<file path="config.mk">
export PLATFORM = sky130hd
export DESIGN_NAME = div_seq
export DESIGN_NICKNAME = d
export VERILOG_FILES = /design/src/rtl/div_seq.sv
export SDC_FILE = /design/constraint.sdc
export NUM_CORES = 1
export LEC_CHECK = 0
export ABC_AREA = 1
export BUFFER_PORTS_ARGS = -buffer_cell sky130_fd_sc_hd__buf_2
export CAP_MARGIN = 15
export CORE_MARGIN = 2
export CORE_UTILIZATION = 59
export CTS_CLUSTER_SIZE = 8
export DETAILED_ROUTE_END_ITERATION = 8
export GPL_TIMING_DRIVEN = 0
export HOLD_SLACK_MARGIN = 0.08
export PLACE_DENSITY_LB_ADDON = 0.08
export SYNTH_ARGS = -nofsm -noshare
export SYNTH_HDL_FRONTEND = slang
export SYNTH_SLANG_ARGS = --single-unit
</file>
<file path="constraint.sdc">
create_clock -name clk -period 5.64 [get_ports clk]
set_clock_uncertainty 0.1 [all_clocks]
set_input_delay 0.564 -clock clk [delete_from_list [all_inputs] [get_ports clk]]
set_output_delay 0.564 -clock clk [all_outputs]
set_load 0.1 [all_outputs]
</file>
<file path="src/rtl/div_seq.sv">
// div_seq: multi-cycle radix-2 restoring divider (DIV/DIVU) that stalls EX until the result is ready
//
// Ports:
//   clk, rst      clock, synchronous active-high reset
//   flush         abandon any operation in progress
//   start         divide requested; held high with stable operands until ready
//   signed_div    1 = DIV (signed), 0 = DIVU
//   opdata1/2     dividend / divisor
//   result        {remainder, quotient} for HI/LO
//   ready         result valid this cycle
//   stall_for_ex  start & ~ready, combinational
module div_seq #(
    parameter int WIDTH = 32
) (
    input  logic               clk,
    input  logic               rst,
    input  logic               flush,
    input  logic               start,
    input  logic               signed_div,
    input  logic [WIDTH-1:0]   opdata1,
    input  logic [WIDTH-1:0]   opdata2,
    output logic [2*WIDTH-1:0] result,
    output logic               ready,
    output logic               stall_for_ex
);
    localparam int CW = $clog2(WIDTH) + 1;
    localparam logic [CW-1:0] LAST = CW'(WIDTH - 1);

    typedef enum logic [1:0] {IDLE, DIV_ZERO, DIV_ON, DIV_END} state_t;

    state_t           state_q;
    logic [CW-1:0]    cnt_q;
    logic [WIDTH-1:0] rem_q, quo_q, dvs_q;
    logic             qneg_q, rneg_q;

    logic [WIDTH-1:0] mag1_d, mag2_d, rem_d, quo_d, rem_f, quo_f;
    logic [WIDTH:0]   trial_d;
    logic             qbit_d;

    // -2^(W-1) negates to itself, which read as unsigned is the exact magnitude
    assign mag1_d  = (signed_div & opdata1[WIDTH-1]) ? -opdata1 : opdata1;
    assign mag2_d  = (signed_div & opdata2[WIDTH-1]) ? -opdata2 : opdata2;
    // shifted partial remainder is WIDTH+1 bits; its MSB after subtract is the borrow
    assign trial_d = {rem_q, quo_q[WIDTH-1]} - {1'b0, dvs_q};
    assign qbit_d  = ~trial_d[WIDTH];
    // on a failed subtract the remainder stays below the divisor, so its MSB is 0
    assign rem_d   = qbit_d ? trial_d[WIDTH-1:0] : {rem_q[WIDTH-2:0], quo_q[WIDTH-1]};
    assign quo_d   = {quo_q[WIDTH-2:0], qbit_d};
    assign quo_f   = qneg_q ? -quo_d : quo_d;
    assign rem_f   = rneg_q ? -rem_d : rem_d;

    assign ready        = (state_q == DIV_END);
    assign stall_for_ex = start & ~ready;

    always_ff @(posedge clk) begin
        if (rst) begin
            state_q <= IDLE;
            cnt_q   <= '0;
            rem_q   <= '0;
            quo_q   <= '0;
            dvs_q   <= '0;
            qneg_q  <= 1'b0;
            rneg_q  <= 1'b0;
            result  <= '0;
        end else if (flush) begin
            state_q <= IDLE;
        end else begin
            case (state_q)
                IDLE: begin
                    if (start) begin
                        if (opdata2 == '0) begin
                            state_q <= DIV_ZERO;
                        end else begin
                            state_q <= DIV_ON;
                            rem_q   <= '0;
                            quo_q   <= mag1_d;
                            dvs_q   <= mag2_d;
                            qneg_q  <= signed_div & (opdata1[WIDTH-1] ^ opdata2[WIDTH-1]);
                            rneg_q  <= signed_div & opdata1[WIDTH-1];
                            cnt_q   <= '0;
                        end
                    end
                end
                DIV_ZERO: begin
                    result  <= '0;
                    state_q <= DIV_END;
                end
                DIV_ON: begin
                    if (!start) begin
                        state_q <= IDLE;
                    end else begin
                        rem_q <= rem_d;
                        quo_q <= quo_d;
                        cnt_q <= cnt_q + 1'b1;
                        // last iteration: cnt reaches WIDTH as the signed result is loaded
                        if (cnt_q == LAST) begin
                            result  <= {rem_f, quo_f};
                            state_q <= DIV_END;
                        end
                    end
                end
                DIV_END: begin
                    if (!start) state_q <= IDLE;
                end
                default: state_q <= IDLE;
            endcase
        end
    end
endmodule

</file>
## Word-level counts from Yosys, hierarchy flattened

Cells that the tools add are included.

| storage, ports and cells | value |
|---|---|
| register bits | 170 |
| bits in latches | 0 |
| memory bits (writable) | 0 |
| ROM bits | 0 |
| input port bits | 69 |
| output and inout port bits | 66 |
| logic and storage cells | 68 |
| memories kept | 0 |

| cells by class | value |
|---|---|
| add/subtract/negate cells | 6 |
| multiply operators | 0 |
| div/mod/pow operators | 0 |
| magnitude comparators | 0 |
| equality and inequality tests | 10 |
| shifts and indexed selects | 0 |
| multiplexer cells | 26 |
| bitwise operators | 9 |
| reduce and logical (&&, ||, !) cells | 9 |

Operators with widths:

| kind | count |
|---|---|
| two-way mux 32 bit | 11 |
| two-way mux 64 bit | 2 |
| negation 32 bit | 4 |
| case mux 32 bit (2 select lines) | 2 |
| case mux 64 bit (2 select lines) | 1 |
| subtractor 33 x 32 -> 33 bit | 1 |
| zero test 32 bit | 1 |
| two-way mux 6 bit | 3 |
| case mux 6 bit (2 select lines) | 1 |
| two-way mux 2 bit | 5 |
| inequality test 2 bit (second input constant) | 5 |
| case mux 2 bit (4 select lines) | 1 |
| AND reduction 4 bit | 2 |
| adder 6 x 1 -> 6 bit (second input constant) | 1 |
| equality test 6 x 5 -> 1 bit (second input constant) | 1 |
| AND reduction 5 bit | 1 |
| AND 1 bit | 4 |
| equality test 2 bit (second input constant) | 2 |
| NOT 1 bit | 4 |
| nonzero test 2 bit | 2 |
| inequality test 3 bit (second input constant) | 1 |
| AND reduction 3 bit | 1 |
| equality test 2 x 1 -> 1 bit (second input constant) | 1 |
| zero test 2 bit | 1 |
| 2 further kinds | 2 |

## Longest topological paths before layout

| depth | value |
|---|---|
| depth after elaboration | 7 |
| depth in mapped cells | 30 |
| mapped depth without buffers | 29 |

## Worst setup path after synthesis

OpenSTA, ideal clock, no wires.

| path | value |
|---|---|
| path kind | reg2reg |
| start | reg quo_q[31] |
| end | reg result[30] |
| library setup time | 132 ps |
| arrival time | 3771 ps |
| data required time | 5408 ps |
| setup slack | 1637 ps |
| cell stages (with the launch flop) | 30 |
| buffers on the path | 1 |
| period minus slack after synthesis | 4003 ps |
| path through | dfxtp_1 -> inv_1 -> ha_1 -> inv_1 -> fa_1 -> nand2_1 -> nand2_1 -> nand3_1 -> nand2_1 -> nand2_1 -> nand2_2 -> nand2_4 -> nand3_2 -> nand2_2 -> buf_2 -> ha_1 -> nand3_1 -> nand3b_1 -> inv_1 -> nand4_1 -> nor2_1 -> inv_1 -> nor4_1 -> nand2_1 -> nor2_1 -> nand2_1 -> o21ai_0 -> a21oi_1 -> o21ai_0 -> a21oi_1 |

| on the way | value |
|---|---|
| word-level cells in the longest chain between the ends | 7 |

RTL lines:

| item | line | source |
|---|---|---|
| from (decl) | 33 | `logic [WIDTH-1:0] rem_q, quo_q, dvs_q;` |
| from (signal assigned) | 76 | `quo_q <= mag1_d;` |
| from (signal assigned) | 93 | `quo_q <= quo_d;` |
| subtractor 33 x 32 -> 33 bit | 44 | `assign trial_d = {rem_q, quo_q[WIDTH-1]} - {1'b0, dvs_q};` |
| NOT 1 bit | 45 | `assign qbit_d = ~trial_d[WIDTH];` |
| negation 32 bit | 49 | `assign quo_f = qneg_q ? -quo_d : quo_d;` |
| two-way mux 32 bit | 49 |  |
| two-way mux 64 bit | 96 | `if (cnt_q == LAST) begin` |
| two-way mux 64 bit | 89 | `if (!start) begin` |
| case mux 64 bit (2 select lines) | 68 | `case (state_q)` |
| to (signal assigned) | 97 | `result <= {rem_f, quo_f};` |
| to (decl) | 22 | `output logic [2*WIDTH-1:0] result,` |

Every way passes these cells. The select of a mux whose other input is x is not followed.
A chain may end at the register's enable or synchronous reset.

## Worst setup path in the final report

Ends and elaborated chain as after synthesis.

==> flow_summary.ini <==
[outcome]
outcome = completed

[yosys]
synth.most_common_cell = nand2_1
synth_cell_types = 48
ys_ff_latch = 170
synth.area.top_cells = dfxtp_1 27%, nand2_1 20%, a21oi_1 7.8%
synth-edff-count = 0
async_flop_share = 0
ys.flop_type = dfxtp_1
syn_avg_cell_area_um2 = 6.01
ys_warn_count = 0
syn-num-nets = 2178
synthTopCellsByCount = 670 x nand2_1, 257 x inv_1, 193 x a21oi_1, 188 x nor2_1, 170 x dfxtp_1
yosysTopAreaCellShare = 0.274
yosysSeqAreaShare = 0.274
synth_top_cell_by_area = dfxtp_1
synthCells = 2066
syn-cell-area_mm2 = 0.0124

[worst_hold_path]
min_from = opdata2[1]
min_path_type = in -> reg

[layout]
n_fill_cell = 2036
seqCellArea_mm2 = 0.00340
antenna_cells = 0
finish.net_count = 2331
multi_input_area_mm2 = 0.00769
finalInstanceArea_mm2 = 0.0140
area_delta_synth_final_pct = 12.9
drive_above_1_share = 0.104
fin_util = 0.674

[detailed_routing]
wl_per_cell_um = 16.1
drtIter0Drc = 1303
drc = 0
first_pass_iters = 6
routed_via_density = 5.53
vias = 13900
drtAntennaViolNets = 0
routed_wl_um = 40300

[clocking]
clk_pin_slew_ns = 0.07
cts_buffers = 17
insertion_delay_ns = 0.44
cts_sinks = 170
postCtsSetupBuffers = 0
cts_resized = 0
cts_tree = yes
cts_buffer_depth = 2
hold_buffers = 0
root_buffer = clkbuf_16
cts-htree-levels = 4

[placement]
hpwl_um = 32000
gp_congestion = 0.957
placed_area_mm2 = 0.0134
io_buffer_count = 134

[timing]
fin_setup_tns_ns = 0
fin_crit_sh = 0.899
final-hold-violation-count = 0
finalSetupViolCount = 0
slew_violations = 0
min_period_ns = 5.07
fmax_mhz = 197
max-slew-margin-rel = 0.426
rsz0062_at_grt = no
tightest_slew_ns = 0.854

[floorplan]
die-area_mm2 = 0.0222
die_h_um = 149
initial_utilization = 0.596
rows = 53
coreArea_mm2 = 0.0208
die-width_um = 149
ios = 135

[critical_path]
cpMostUsedCell = nand2_1
max_stage_delay_ns = 0.41
crit_start = quo_q[31]
cp_slowest_cell = nor4_1
startpoint_type = flop
worstPathRequired_ns = 5.85
cp_data_arrival_time_ns = 5.28
critPathKind = reg -> reg
rrSetupSlack_ns = 0.57
r2r-start = quo_q[31]
path_max_fanout = 10
endpoint_kind = flop

[power_and_ir_drop]
p_comb_frac = 0.232
p_leak_uw = 0.00707
ir_drop_v = 0.000220
switching_power_uw = 1120
p_clk_frac = 0.371
powerDensity_mw_per_mm2 = 227
intPower_uw = 2070
swShare = 0.351
power.share.sequential = 0.398

[global_routing]
grt_first_pass_wirelength_um = 63300
grt_overflow = 0
first_global_vias = 12400
gr-usage-all-layers = 0.361
grt_max_degree = 19
antenna_found_initial = 0

[flow_run]
maxCapViolations = 0
[routing by layer]
metal	global-route usage	vias to the layer above	wire length (um)
met4	0.109	0	960
met5	0	-	0
met2	0.602	572	18500
met1	0.489	6308	17800
li1	-	6912	-
met3	0.0462	71	2970
[metrics by stage]
stage	setup slack, ns	cells	total power, uW	hold slack, ns
finish	0.569	2507	3180	0.330
global placement	0.798	2475	2000	0.350
CTS	0.678	2507	3160	0.319
floorplan	1.64	2066	1800	0.330
detailed placement	0.734	2475	2010	0.353
global route	0.0159	2507	3320	0.346
[power by group through the flow]
stage               registers (uW)  logic, uW  clock network [uW]
finish                        1270        738                1180
global route                  1270        826                1220
CTS                           1260        723                1170
detailed placement            1290        717                   0
global placement              1290        705                   0
floorplan                     1290        513                   0
[final cells by class]
type,instances,share of cell area
plain buffers,73,0.0231
clock buffers,18,0.0313
clock inverters,14,0.0110
inverters,266,0.0712
multi-input cells,1557,0.548
flip-flops and latches,170,0.243
well taps,275,0.0245
repair buffers,134,0.0478
[path summary, 6_finish.rpt]
path,end,cells past startpoint
max,result[30],29
min,dvs_q[1],3
max reg2reg,result[30],29
min reg2reg,result[56],2
[placed cells by master (no fill, tap or decap), types with 42 or more instances in the layout]
master	n
dfxtp_1	170
inv_1	257
nand3_1	125
nand2_1	670
nor2_1	188
a21oi_1	193
clkbuf_1	52
xor2_1	50
buf_2	141
o21ai_0	77
ha_1	42
[cells by family (layout without fill, tap and decap cells)]
logic type | count (synthesis) | after routing | share of synthesized area
simple gates | 1099 | 1099 | 0.373
buf+inv | 339 | 505 | 0.107
compound gates | 341 | 341 | 0.150
flops | 170 | 170 | 0.274
xor+xnor | 74 | 74 | 0.0522
fa+ha+maj | 43 | 43 | 0.0439
[flip-flops by register name (all words and copies together), names as in the netlist]
register,cells
dvs_q,32
cnt_q,6
rneg_q,1
rem_q,32
result,64
quo_q,32
qneg_q,1
state_q,2
[critical path, delay by kind of cell (launching register included)]
family / cells / cell delay, ns
buf+inv: 5 / 0.58
simple gates: 17 / 2.57
flops: 1 / 0.32
compound gates: 4 / 0.58
fa+ha+maj: 3 / 0.76
Power figures use the tool's default switching activity.
